**src/rtl/systolic_matmul_engine.sv**
```systemverilog
// systolic_matmul_engine: N x N output-stationary systolic matrix multiplier.
// Rows of A enter skewed from the left and columns of B skewed from the top.
// Each PE owns one element of C. Valid/ready handshakes sit on both the
// operand and result sides, and the engine supports signed operands and
// tiled accumulation (C = C + A*B).
module systolic_matmul_engine #(
   parameter int N      = 4,
   parameter int W_DATA = 8,
   parameter int SIGNED = 0,
   localparam int W_ACC = 2*W_DATA + $clog2(N)
) (
   input  logic                            i_clk,
   input  logic                            i_arst_n,
   input  logic [N-1:0][N-1:0][W_DATA-1:0] i_a,
   input  logic [N-1:0][N-1:0][W_DATA-1:0] i_b,
   input  logic                            i_accumulate,
   input  logic                            i_valid,
   output logic                            o_ready,
   output logic [N-1:0][N-1:0][W_ACC-1:0]  o_c,
   output logic                            o_valid,
   input  logic                            i_ready
);
   localparam int L     = 2*N - 1;           // skew register depth: N data plus up to N-1 lead zeros
   localparam int W_CNT = $clog2(3*N - 1);
   localparam logic [W_CNT-1:0] CNT_ONE  = W_CNT'(1);
   localparam logic [W_CNT-1:0] CNT_LAST = W_CNT'(3*N - 2);

   typedef enum logic [1:0] {
      ST_IDLE    = 2'd0,
      ST_COMPUTE = 2'd1,
      ST_DONE    = 2'd2
   } state_t;

   state_t            state_q, state_d;
   logic [W_CNT-1:0]  cnt_q, cnt_d;
   logic              accept_s;
   logic              compute_s;

   // a_sr_q[i] holds row i of A, b_sr_q[j] holds column j of B; element 0 is the head
   logic [N-1:0][L-1:0][W_DATA-1:0]   a_sr_q, a_sr_d;
   logic [N-1:0][L-1:0][W_DATA-1:0]   b_sr_q, b_sr_d;
   // Forwarding registers; the last column/row has no consumer so it is not kept
   logic [N-1:0][N-2:0][W_DATA-1:0]   a_pe_q, a_pe_d;
   logic [N-2:0][N-1:0][W_DATA-1:0]   b_pe_q, b_pe_d;
   logic [N-1:0][N-1:0][W_ACC-1:0]    acc_q, acc_d;
   // Operand seen by PE(i,j) this cycle
   logic [N-1:0][N-1:0][W_DATA-1:0]   a_w_s;
   logic [N-1:0][N-1:0][W_DATA-1:0]   b_w_s;

   // Widen an operand to the accumulator width (sign- or zero-extension)
   function automatic logic [W_ACC-1:0] ext(input logic [W_DATA-1:0] v);
      if (SIGNED != 0) begin
         return {{(W_ACC-W_DATA){v[W_DATA-1]}}, v};
      end else begin
         return {{(W_ACC-W_DATA){1'b0}}, v};
      end
   endfunction

   assign accept_s  = i_valid & o_ready;
   assign compute_s = (state_q == ST_COMPUTE);
   assign o_c       = acc_q;

   // Control FSM: next state, step counter and handshake outputs
   always_comb begin
      state_d = state_q;
      cnt_d   = cnt_q;
      o_ready = 1'b0;
      o_valid = 1'b0;
      case (state_q)
         ST_IDLE: begin
            o_ready = 1'b1;
            if (i_valid) begin
               state_d = ST_COMPUTE;
               cnt_d   = CNT_ONE;
            end else begin
               state_d = ST_IDLE;
            end
         end
         ST_COMPUTE: begin
            if (cnt_q == CNT_LAST) begin
               state_d = ST_DONE;
               cnt_d   = {W_CNT{1'b0}};
            end else begin
               cnt_d   = cnt_q + CNT_ONE;
            end
         end
         ST_DONE: begin
            o_valid = 1'b1;
            o_ready = i_ready;
            if (i_ready && i_valid) begin
               state_d = ST_COMPUTE;
               cnt_d   = CNT_ONE;
            end else if (i_ready) begin
               state_d = ST_IDLE;
            end else begin
               state_d = ST_DONE;
            end
         end
         default: begin
            state_d = ST_IDLE;
            cnt_d   = {W_CNT{1'b0}};
         end
      endcase
   end

   // Grid wiring: column 0 / row 0 take the skew heads, the rest take the neighbour registers
   always_comb begin
      a_w_s = '0;
      b_w_s = '0;
      for (int i = 0; i < N; i++) begin
         a_w_s[i][0] = a_sr_q[i][0];
         b_w_s[0][i] = b_sr_q[i][0];
         for (int j = 1; j < N; j++) begin
            a_w_s[i][j] = a_pe_q[i][j-1];
            b_w_s[j][i] = b_pe_q[j-1][i];
         end
      end
   end

   // Datapath next state: load skew on accept, shift and multiply-accumulate while computing
   always_comb begin
      a_sr_d = a_sr_q;
      b_sr_d = b_sr_q;
      a_pe_d = a_pe_q;
      b_pe_d = b_pe_q;
      acc_d  = acc_q;
      if (accept_s) begin
         a_sr_d = '0;
         b_sr_d = '0;
         for (int i = 0; i < N; i++) begin
            for (int k = 0; k < N; k++) begin
               a_sr_d[i][i+k] = i_a[i][k];
               b_sr_d[i][i+k] = i_b[k][i];
            end
         end
         a_pe_d = '0;
         b_pe_d = '0;
         if (!i_accumulate) begin
            acc_d = '0;
         end else begin
            acc_d = acc_q;
         end
      end else if (compute_s) begin
         for (int i = 0; i < N; i++) begin
            for (int p = 0; p < L-1; p++) begin
               a_sr_d[i][p] = a_sr_q[i][p+1];
               b_sr_d[i][p] = b_sr_q[i][p+1];
            end
            a_sr_d[i][L-1] = '0;
            b_sr_d[i][L-1] = '0;
         end
         for (int i = 0; i < N; i++) begin
            for (int j = 0; j < N-1; j++) begin
               a_pe_d[i][j] = a_w_s[i][j];
               b_pe_d[j][i] = b_w_s[j][i];
            end
         end
         for (int i = 0; i < N; i++) begin
            for (int j = 0; j < N; j++) begin
               acc_d[i][j] = acc_q[i][j] + ext(a_w_s[i][j]) * ext(b_w_s[i][j]);
            end
         end
      end else begin
         acc_d = acc_q;
      end
   end

   // State, counter, skew buffers, PE registers and accumulators
   always_ff @(posedge i_clk or negedge i_arst_n) begin
      if (!i_arst_n) begin
         state_q <= ST_IDLE;
         cnt_q   <= {W_CNT{1'b0}};
         a_sr_q  <= '0;
         b_sr_q  <= '0;
         a_pe_q  <= '0;
         b_pe_q  <= '0;
         acc_q   <= '0;
      end else begin
         state_q <= state_d;
         cnt_q   <= cnt_d;
         a_sr_q  <= a_sr_d;
         b_sr_q  <= b_sr_d;
         a_pe_q  <= a_pe_d;
         b_pe_q  <= b_pe_d;
         acc_q   <= acc_d;
      end
   end

endmodule
```
**config.mk**
```make
export PLATFORM = sky130hd
export DESIGN_NAME = systolic_matmul_engine
export DESIGN_NICKNAME = d
export VERILOG_FILES = /design/src/rtl/systolic_matmul_engine.sv
export SDC_FILE = /design/constraint.sdc
export NUM_CORES = 2
export LEC_CHECK = 0
export BUFFER_PORTS_ARGS = -buffer_cell sky130_fd_sc_hd__buf_2
export CAP_MARGIN = 20
export CORE_MARGIN = 2
export CORE_UTILIZATION = 35
export DETAILED_ROUTE_END_ITERATION = 8
export MAX_ROUTING_LAYER = met4
export REMOVE_ABC_BUFFERS = 1
export SLEW_MARGIN = 15
export SYNTH_ARGS = -nofsm -noshare
export SYNTH_HDL_FRONTEND = slang
export SYNTH_SLANG_ARGS = --single-unit
```
**constraint.sdc**
```tcl
create_clock -name i_clk -period 16.3 [get_ports i_clk]
set_input_delay 4.075 -clock i_clk [delete_from_list [all_inputs] [get_ports i_clk]]
set_output_delay 4.075 -clock i_clk [all_outputs]
set_load 0.02 [all_outputs]
```
==> flow_metrics.tcl <==
set metrics [dict create \
    status "completed" \
    drtAntennaViolNets 0 \
    grt_max_degree 200 \
    synth.area.top_cells "dfrtp_1, fa_1, ha_1" \
    yosys.area.top_type "dfrtp_1" \
    cp.arrival_ps 4660 \
    setup_tns_ps 0 \
    setup_viol 0 \
    endpoint_kind "primary output" \
    nets 11000 \
    yosysMostFrequentCell "inv_1" \
    dieArea_mm2 0.233 \
    tightest_slew_ps 1230 \
    cap_violations 0 \
    seqPwrFrac_pct 28.0 \
    start_util_pct 35.2 \
    ys.flop_type "dfrtp_1" \
    post_cts_resized 0 \
    area_growth_pct 11.8 \
    finalNonFillerCells 11900 \
    leakage_nw 50.6 \
    min_path_type "flip-flop to flip-flop" \
    placed_cells 11700 \
    drcViolationCount 0 \
    dr.pass1.iters 5 \
    synthArstFlopShare_pct 100 \
    core-area_mm2 0.227 \
    drtIter0Drc 2881 \
    cts_buffers 106 \
    p_sw_share_pct 49.7 \
    wl_per_cell_um 18.0 \
    grt_pass1_vias 61800 \
    port_buffers 550 \
    grt_pass1_wl_um 345000 \
    die_y_um 483 \
    synth_top_area_share_pct 26.2 \
    synth_area_mm2 0.0802 \
    nFillCells 22500 \
    vias 58600 \
    combinationalPowerShare_pct 55.3 \
    crit_required_ps 12230 \
    cts.path.max_buffers 3 \
    worstPathMaxFanout 4 \
    ir_drop_v 0.000209 \
    finalInstanceArea_mm2 0.0897 \
    num_rows 175 \
    gp_congestion 0.880 \
    hold_viol 0 \
    startpoint_type "input pin" \
    drt_wl_total_um 214000 \
    grt_use_total_pct 19.3 \
    htreeDepth 3 \
    overflow 0 \
    vias_per_cell 4.92 \
    max_freq_ghz 0.115 \
    drv_slew 0 \
    synthCells 8420 \
    synthAdderAreaFrac_pct 37.2 \
    synthMuxAreaShare_pct 0.0780 \
    maxSlewHeadroom_pct 18.0 \
    yosysSeqAreaShare_pct 26.2 \
    internal_power_mw 7.61 \
    clkLatencyLatePin_ps 800 \
    p_switching_mw 7.52 \
    clk_pin_slew_ps 60 \
    power_density_mw_per_mm2 169 \
    io_pins 551 \
    ys_warn_count 0 \
    power.total_mw 15.1 \
    ys_top_cells_by_count "inv_1, ha_1, nand2_1, and2_1, dfrtp_1" \
    yosys.area_share.simple_pct 12.9 \
    fin_crit_sh_pct 53.6 \
    clock-root-buffer "clkbuf_16" \
    antenna_found_initial 13 \
    clock_power_share_pct 16.7 \
    synth-xor-area-share_pct 1.92 \
    crit_type "input pin to primary output" \
    synth_top_family_by_area "adder cells" \
    synth_edf_count 0 \
    dieWidth_um 483 \
    yosysUniqueCellTypes 76 \
    ctsHoldBuffers 0 \
    synth-compound-area-share_pct 11.7 \
    dpl_cell_area_mm2 0.0859 \
    fin_skew_ps 76.4 \
    syn_area_per_cell_um2 9.52 \
    clock_sink_count 838 \
    rsz0062_at_grt "false" \
    cts_tree "yes" \
    fin_crit_ps 8730 \
    cts_setup_buffers 0 \
    hpwl_um 167000 \
    synth_seq_cells 838 \
    drive_above_1_share_pct 8.85 \
]
per-layer routing:
layer | vias up | routed length (µm) | global-route usage (%)
li1 | 27800 | - | -
met1 | 29400 | 94700 | 24.7
met2 | 1173 | 100000 | 30.8
met3 | 292 | 13100 | 4.10
met4 | 0 | 6230 | 5.20
met5 | - | 0 | -
cell families after synthesis:
family | count (synthesis)
buf+inv | 2116
mux | 6
compound gates | 1317
simple gates | 2061
flops | 838
fa+ha+maj | 1906
xor+xnor | 176
flip-flops by register name (all words and copies together) (netlist names):
name     count
a_sr_q     176
b_sr_q     176
state_q      2
o_c        288
a_pe_q      96
cnt_q        4
b_pe_q      96
power groups by stage:
| stage | logic [mW] | clock network, mW | registers [mW] |
|---|---|---|---|
| after CTS | 8.47 | 2.60 | 4.26 |
| after floorplan | 6.41 | 0 | 3.93 |
| final | 8.37 | 2.53 | 4.24 |
| after detailed placement | 8.37 | 0 | 4.30 |
| after global routing | 9.65 | 2.69 | 4.39 |
| after global placement | 8.20 | 0 | 4.26 |
final cells by class:
type                            instances  area (µm²)  area share [%]
Tap cell                             3009        3760            4.20
Timing Repair Buffer                  586        3110            3.47
Multi-Input combinational cell       5466       51200            57.1
Sequential cell                       838       21000            23.4
Clock inverter                         54         763           0.851
Antenna cell                           12        30.0          0.0335
Inverter                             1816        6820            7.60
Clock buffer                          141        2990            3.34
stage by stage:
stage          hold slack (ps)  util [%]  setup slack (ps)
2_1_floorplan              446         -            -51870
3_3_place_gp               457      37.8              7570
6_report                   457      39.4              7570
5_1_grt                    465      39.4              7470
3_5_place_dp               463      37.8              7570
4_1_cts                    433      39.4              7570
critical path, cell delays in order:
cell and delay [ps]:
buf_2 70, inv_1 60, a21oi_1 230, buf_2 220
cell usage in the layout, fill, tap and decap left out, types with 78 or more instances in the layout:
master	count
a21o_1	101
a21oi_1	161
a22o_1	342
a22oi_1	188
and2_1	869
buf_2	549
clkbuf_16	106
dfrtp_1	838
fa_1	800
ha_1	1106
inv_1	1816
nand2_1	870
nand3_1	94
nor2_1	95
o21ai_0	191
o22ai_1	122
xnor2_1	78
xor2_1	98
path summary, 6_finish.rpt:
path	from	end	slack, ps	depth (start not counted)
max	i_ready	o_ready	7570	4
min	a_sr_q[179]	a_sr_q[171]	460	1
max reg2reg	b_pe_q[32]	o_c[161]	10570	19
min reg2reg	a_sr_q[179]	a_sr_q[171]	460	1
max in group asynchronous	i_arst_n	o_c[58]	10700	3
min in group asynchronous	i_arst_n	o_c[192]	3350	1
Power figures use the tool's default switching activity.
